===== src/rtl/btn_conditioner.sv =====
// ============================================================================
// Module  : btn_conditioner
// Brief   : N-channel button front end: 2-FF sync, debounce, edge pulses and
//           optional hold-to-repeat (enabled by macro BTN_AUTOREPEAT_EN).
// Revision: 1.0 - initial release
// ============================================================================
`default_nettype none

module btn_conditioner #(
  parameter int N_BTN      = 3,
  parameter int DB_CYCLES  = 1_000_000,
  parameter int RPT_DELAY  = 40_000_000,
  parameter int RPT_PERIOD = 10_000_000
) (
  input  logic             clk_100m,
  input  logic             btn_rst_n,
  input  logic [N_BTN-1:0] btn_raw,
  output logic [N_BTN-1:0] btn_level,
  output logic [N_BTN-1:0] btn_press,
  output logic [N_BTN-1:0] btn_release,
  output logic             any_press,
  output logic [7:0]       debug
);

  localparam int CW = $clog2(DB_CYCLES);

  localparam logic [1:0] ST_IDLE   = 2'b00;
  localparam logic [1:0] ST_DELAY  = 2'b01;
  localparam logic [1:0] ST_REPEAT = 2'b10;

  logic [1:0] state0;
  logic [5:0] lvl6;

  genvar i;
  generate
    for (i = 0; i < N_BTN; i++) begin : g_ch
      logic          sync1;
      logic          sync2;
      logic          level;
      logic          rel_q;
      logic          press_q;
      logic [CW-1:0] cnt;
      logic          db_done;
      logic          rise;
      logic          fall;

      // Level flips on the edge where the counter saturates; edges are derived
      // from that same condition so pulses line up with the new level.
      assign db_done = (sync2 != level) && (cnt == CW'(DB_CYCLES - 1));
      assign rise    = db_done && sync2;
      assign fall    = db_done && !sync2;

      always_ff @(posedge clk_100m or negedge btn_rst_n) begin
        if (!btn_rst_n) begin
          sync1 <= 1'b0;
          sync2 <= 1'b0;
          level <= 1'b0;
          cnt   <= '0;
          rel_q <= 1'b0;
        end else begin
          sync1 <= btn_raw[i];
          sync2 <= sync1;
          if (sync2 == level) begin
            cnt <= '0;
          end else if (cnt == CW'(DB_CYCLES - 1)) begin
            level <= sync2;
            cnt   <= '0;
          end else begin
            cnt <= cnt + CW'(1);
          end
          rel_q <= fall;
        end
      end

`ifdef BTN_AUTOREPEAT_EN
      localparam int RPT_MAX = (RPT_DELAY > RPT_PERIOD) ? RPT_DELAY : RPT_PERIOD;
      localparam int TW      = $clog2(RPT_MAX);

      logic [1:0]    state;
      logic [1:0]    state_nxt;
      logic [TW-1:0] timer;
      logic [TW-1:0] timer_nxt;
      logic          press_nxt;
      logic          gone;

      // A fall reported this cycle counts as released, so it beats a timer expiry.
      assign gone = fall || !level;

      always_ff @(posedge clk_100m or negedge btn_rst_n) begin
        if (!btn_rst_n) begin
          state   <= ST_IDLE;
          timer   <= '0;
          press_q <= 1'b0;
        end else begin
          state   <= state_nxt;
          timer   <= timer_nxt;
          press_q <= press_nxt;
        end
      end

      always_comb begin
        state_nxt = state;
        timer_nxt = timer;
        case (state)
          ST_IDLE: begin
            if (rise) begin
              state_nxt = ST_DELAY;
              timer_nxt = '0;
            end
          end
          ST_DELAY: begin
            if (gone) begin
              state_nxt = ST_IDLE;
              timer_nxt = '0;
            end else if (timer == TW'(RPT_DELAY - 1)) begin
              state_nxt = ST_REPEAT;
              timer_nxt = '0;
            end else begin
              timer_nxt = timer + TW'(1);
            end
          end
          ST_REPEAT: begin
            if (gone) begin
              state_nxt = ST_IDLE;
              timer_nxt = '0;
            end else if (timer == TW'(RPT_PERIOD - 1)) begin
              timer_nxt = '0;
            end else begin
              timer_nxt = timer + TW'(1);
            end
          end
          default: begin
            state_nxt = ST_IDLE;
            timer_nxt = '0;
          end
        endcase
      end

      always_comb begin
        press_nxt = 1'b0;
        case (state)
          ST_IDLE:   press_nxt = rise;
          ST_DELAY:  press_nxt = !gone && (timer == TW'(RPT_DELAY - 1));
          ST_REPEAT: press_nxt = !gone && (timer == TW'(RPT_PERIOD - 1));
          default:   press_nxt = 1'b0;
        endcase
      end

      if (i == 0) begin : g_dbg
        assign state0 = state;
      end
`else
      always_ff @(posedge clk_100m or negedge btn_rst_n) begin
        if (!btn_rst_n) begin
          press_q <= 1'b0;
        end else begin
          press_q <= rise;
        end
      end
`endif

      assign btn_level[i]   = level;
      assign btn_press[i]   = press_q;
      assign btn_release[i] = rel_q;
    end

    for (i = 0; i < 6; i++) begin : g_pad
      if (i < N_BTN) begin : g_bit
        assign lvl6[i] = btn_level[i];
      end else begin : g_zero
        assign lvl6[i] = 1'b0;
      end
    end
  endgenerate

`ifndef BTN_AUTOREPEAT_EN
  assign state0 = ST_IDLE;
`endif

  assign any_press = |btn_press;
  assign debug     = {state0, lvl6};

endmodule

`default_nettype wire


===== config.mk =====
export PLATFORM = sky130hd
export DESIGN_NAME = btn_conditioner
export DESIGN_NICKNAME = d
export VERILOG_FILES = /design/src/rtl/btn_conditioner.sv
export SDC_FILE = /design/constraint.sdc
export NUM_CORES = 1
export LEC_CHECK = 0
export CAP_MARGIN = 20
export CORE_MARGIN = 4
export CORE_UTILIZATION = 50
export CTS_CLUSTER_DIAMETER = 120
export DETAILED_ROUTE_END_ITERATION = 8
export GPL_ROUTABILITY_DRIVEN = 0
export GPL_TIMING_DRIVEN = 0
export PLACE_DENSITY = 0.69
export SLEW_MARGIN = 20
export SYNTH_ARGS = -nofsm -noshare
export SYNTH_HDL_FRONTEND = slang
export SYNTH_SLANG_ARGS = --single-unit

===== constraint.sdc =====
create_clock -name clk_100m -period 4.2 [get_ports clk_100m]
set_input_delay 0.63 -clock clk_100m [delete_from_list [all_inputs] [get_ports clk_100m]]
set_output_delay 0.63 -clock clk_100m [all_outputs]
set_load 0.01 [all_outputs]

==> summary.md <==
| Metric | Value |
|---|---|
| Outcome | finished, final reports clean |
| Final Max Tran Viols | 0 |
| Synth warn | 0 |
| Final worst slack | 1.82 ns |
| Clock transition at path regs | 0.08 ns |
| Worst VDD drop | 0.171 mV |
| Cells along the critical path | clkbuf_1 -> nor4b_1 -> nand2_1 -> o41ai_2 -> clkbuf_1 -> nor2_1 |
| Highest net fanout along the worst path | 10 |
| Die Ht | 93.9 um |
| Startpoint types | register |
| Post-Synthesis Cell Area | 0.00369 mm^2 |
| Worst EP required | 4.41 ns |
| Min Tclk post-route | 2.38 ns |
| Max-slew headroom | 0.392 |
| FFs w/ async S/R, synth | 1.00 |
| Cell leakage power | 0.00170 uW |
| Dpl cell area | 0.00402 mm^2 |
| Placed cells | 489 |
| Final setup vio count | 0 |
| Most frequent cells in the layout | 75 x dfrtp_1, 56 x nor2_1, 36 x xnor2_1 |
| PwrDens | 334 mW/mm^2 |
| Vias in the first global route | 2,663 |
| Worst setup EP type | register |
| Fin crit share | 0.568 |
| Core box area | 0.00721 mm^2 |
| CP top delay family | compound AO/OA/AOI/OAI gates |
| Post-synth EDFFs | 0 |
| Largest net degree at the start of global routing | 50 |
| Area delta synth->final | 15.2% |
| Post-CTS resize count | 0 |
| Final #Nets | 409 |
| Worst Path Buf+Inv | 2 |
| Final WL | 6780 um |
| H-tree depth | 3 |
| Core Rows | 31 |
| Cells after Synth | 368 |
| Fraction of layout instances using a drive strength above 1 | 0.111 |
| Slowest cell on crit path | o41ai_2 |
| Avg WL per Cell | 13.4 um |
| Sink Count | 75 |
| Post-CTS Setup Inserts | 0 |
| Routed vias | 2,717 |
| Clk buf depth | 2 |
| Yosys reg bits | 75 |
| Die W | 93.9 um |
| RSZ-0062 raised after global routing | no |
| First-pass GRT wire length | 12,100 um |
| Top Ports | 23 |
| Crit Path Category | reg -> reg |
| Avg Vias per Cell | 5.38 |
| Detailed Route Iter0 Violations | 114 |
| Most common cell after layout, fill and taps aside | dfrtp_1 |
| CTS tree | done |
| Arrival @ worst endpoint | 2.60 ns |
| Top FF cell, synth | dfrtp_1 |
| Initial antenna violation count | 0 |
| Max frequency | 419 MHz |
| Global-route usage over all layers | 0.171 |
| Max_cap viols | 0 |
| Crit path top cell by count | clkbuf_1 |
| Slew @ Worst Pin | 0.902 ns |
| Crit path largest cell delay | 0.73 ns |
| First-pass DRT Iterations | 4 |
| Die Area | 0.00881 mm^2 |
| Avg Cell Area, Syn | 10.0 um^2 |
| ANT nets after route | 0 |
| Sequential area share after synthesis | 0.509 |
| Root Driver | clkbuf_8 |
| DP HPWL | 4790 um |
| Place WS | 1.80 ns |
| Tightest Hold Check Type | in -> async |
| Clock latency on the worst-skew pair | 0.34 ns |
| Fin cells | 505 |
| Count of different cell masters after synthesis | 43 |
| Gr ovfl total | 0 |
| Hold Violations, Final | 0 |
| PortBufs | 17 |
| Initial Util | 0.511 |
| Setup Skew | 0.00839 ns |
| Design area | 0.00425 mm^2 |
| Diode count | 0 |
| DRC Markers | 0 |
| # hold bufs at CTS | 0 |
| CTS buffer count | 9 |
[per-layer routing]
metal  part of all wire  track usage  vias to the layer above
met1               0.48        0.224                     1329
met2               0.48        0.283                       42
met5                  0            0                        -
met4              0.010       0.0397                        0
met3              0.031       0.0481                        7
li1                   -            -                     1339
[power breakdown]
group,internal [uW],switching (uW)
clock network,366,260
logic,18.4,33.1
registers,732,8.13
total,1120,301
[area by class of cell]
type / count / area (um^2)
clock inverter: 4 / 72.6
buffer: 27 / 168
multi-input combinational: 262 / 1630
sequential: 75 / 1880
clock buffer: 12 / 155
inverter: 8 / 30.0
timing repair buffer: 18 / 195
fill: 647 / 2970
tap: 99 / 124
[state kept, by name, indices dropped and copies added (netlist names)]
register,cells
g_ch.press_q,3
g_ch.sync2,3
g_ch.sync1,3
g_ch.rel_q,3
g_ch.level,3
g_ch.cnt,60
[per-stage QoR]
| step | hold slack, ns | setup TNS (ns) | total power [uW] | utilization |
|---|---|---|---|---|
| floorplan | 0.331 | 0 | 778 | - |
| global placement | 0.333 | -4.44 | 802 | 0.554 |
| detailed placement | 0.342 | 0 | 807 | 0.557 |
| CTS | 0.199 | 0 | 1440 | 0.589 |
| global route | 0.199 | 0 | 1470 | 0.589 |
| finish | 0.186 | 0 | 1420 | 0.589 |
[synthesized netlist by cell type (8+ instances only)]
cell	n	area, um^2
o21ai_0	8	40.0
and3_1	8	50.1
inv_1	8	30.0
nand4_1	15	93.8
nor4_1	18	113
nand3_1	15	75.1
nor2_1	56	210
xnor2_1	36	315
nor3_1	11	55.1
a21oi_1	9	45.0
clkbuf_1	8	30.0
nand2_1	21	78.8
buf_4	17	128
dfrtp_1	75	1880
xor2_1	8	70.1
[path summary, 6_finish.rpt]
| path | from | to | slack, ns | depth (start not counted) |
|---|---|---|---|---|
| setup / recovery | g_ch[1].cnt[6] | g_ch[1].cnt[8] | 1.82 | 6 |
| hold reg to reg | g_ch[2].sync1 | g_ch[2].sync2 | 0.35 | 0 |
| min in group clk_100m | g_ch[2].sync1 | g_ch[2].sync2 | 0.35 | 0 |
| max in group asynchronous | btn_rst_n | g_ch[2].rel_q | 3.46 | 2 |
| setup reg to reg | g_ch[1].cnt[6] | g_ch[1].cnt[8] | 1.82 | 6 |
| hold / removal | btn_rst_n | g_ch[1].cnt[14] | 0.19 | 1 |
[logic make-up (layout without fill, tap and decap cells)]
family                   after synthesis  in the layout  synth area share
flip-flops                            75             75             0.509
AND/OR/NAND/NOR                      180            180             0.261
multiplexers                           4              4            0.0129
other                                  1              5           0.00102
AO/OA/AOI/OAI                         26             26            0.0478
buffers and inverters                 35             69            0.0536
adder cells (fa/ha/maj)                3              3            0.0102
XOR/XNOR                              44             44             0.105
No activity file was read; power rests on OpenSTA's default activity.
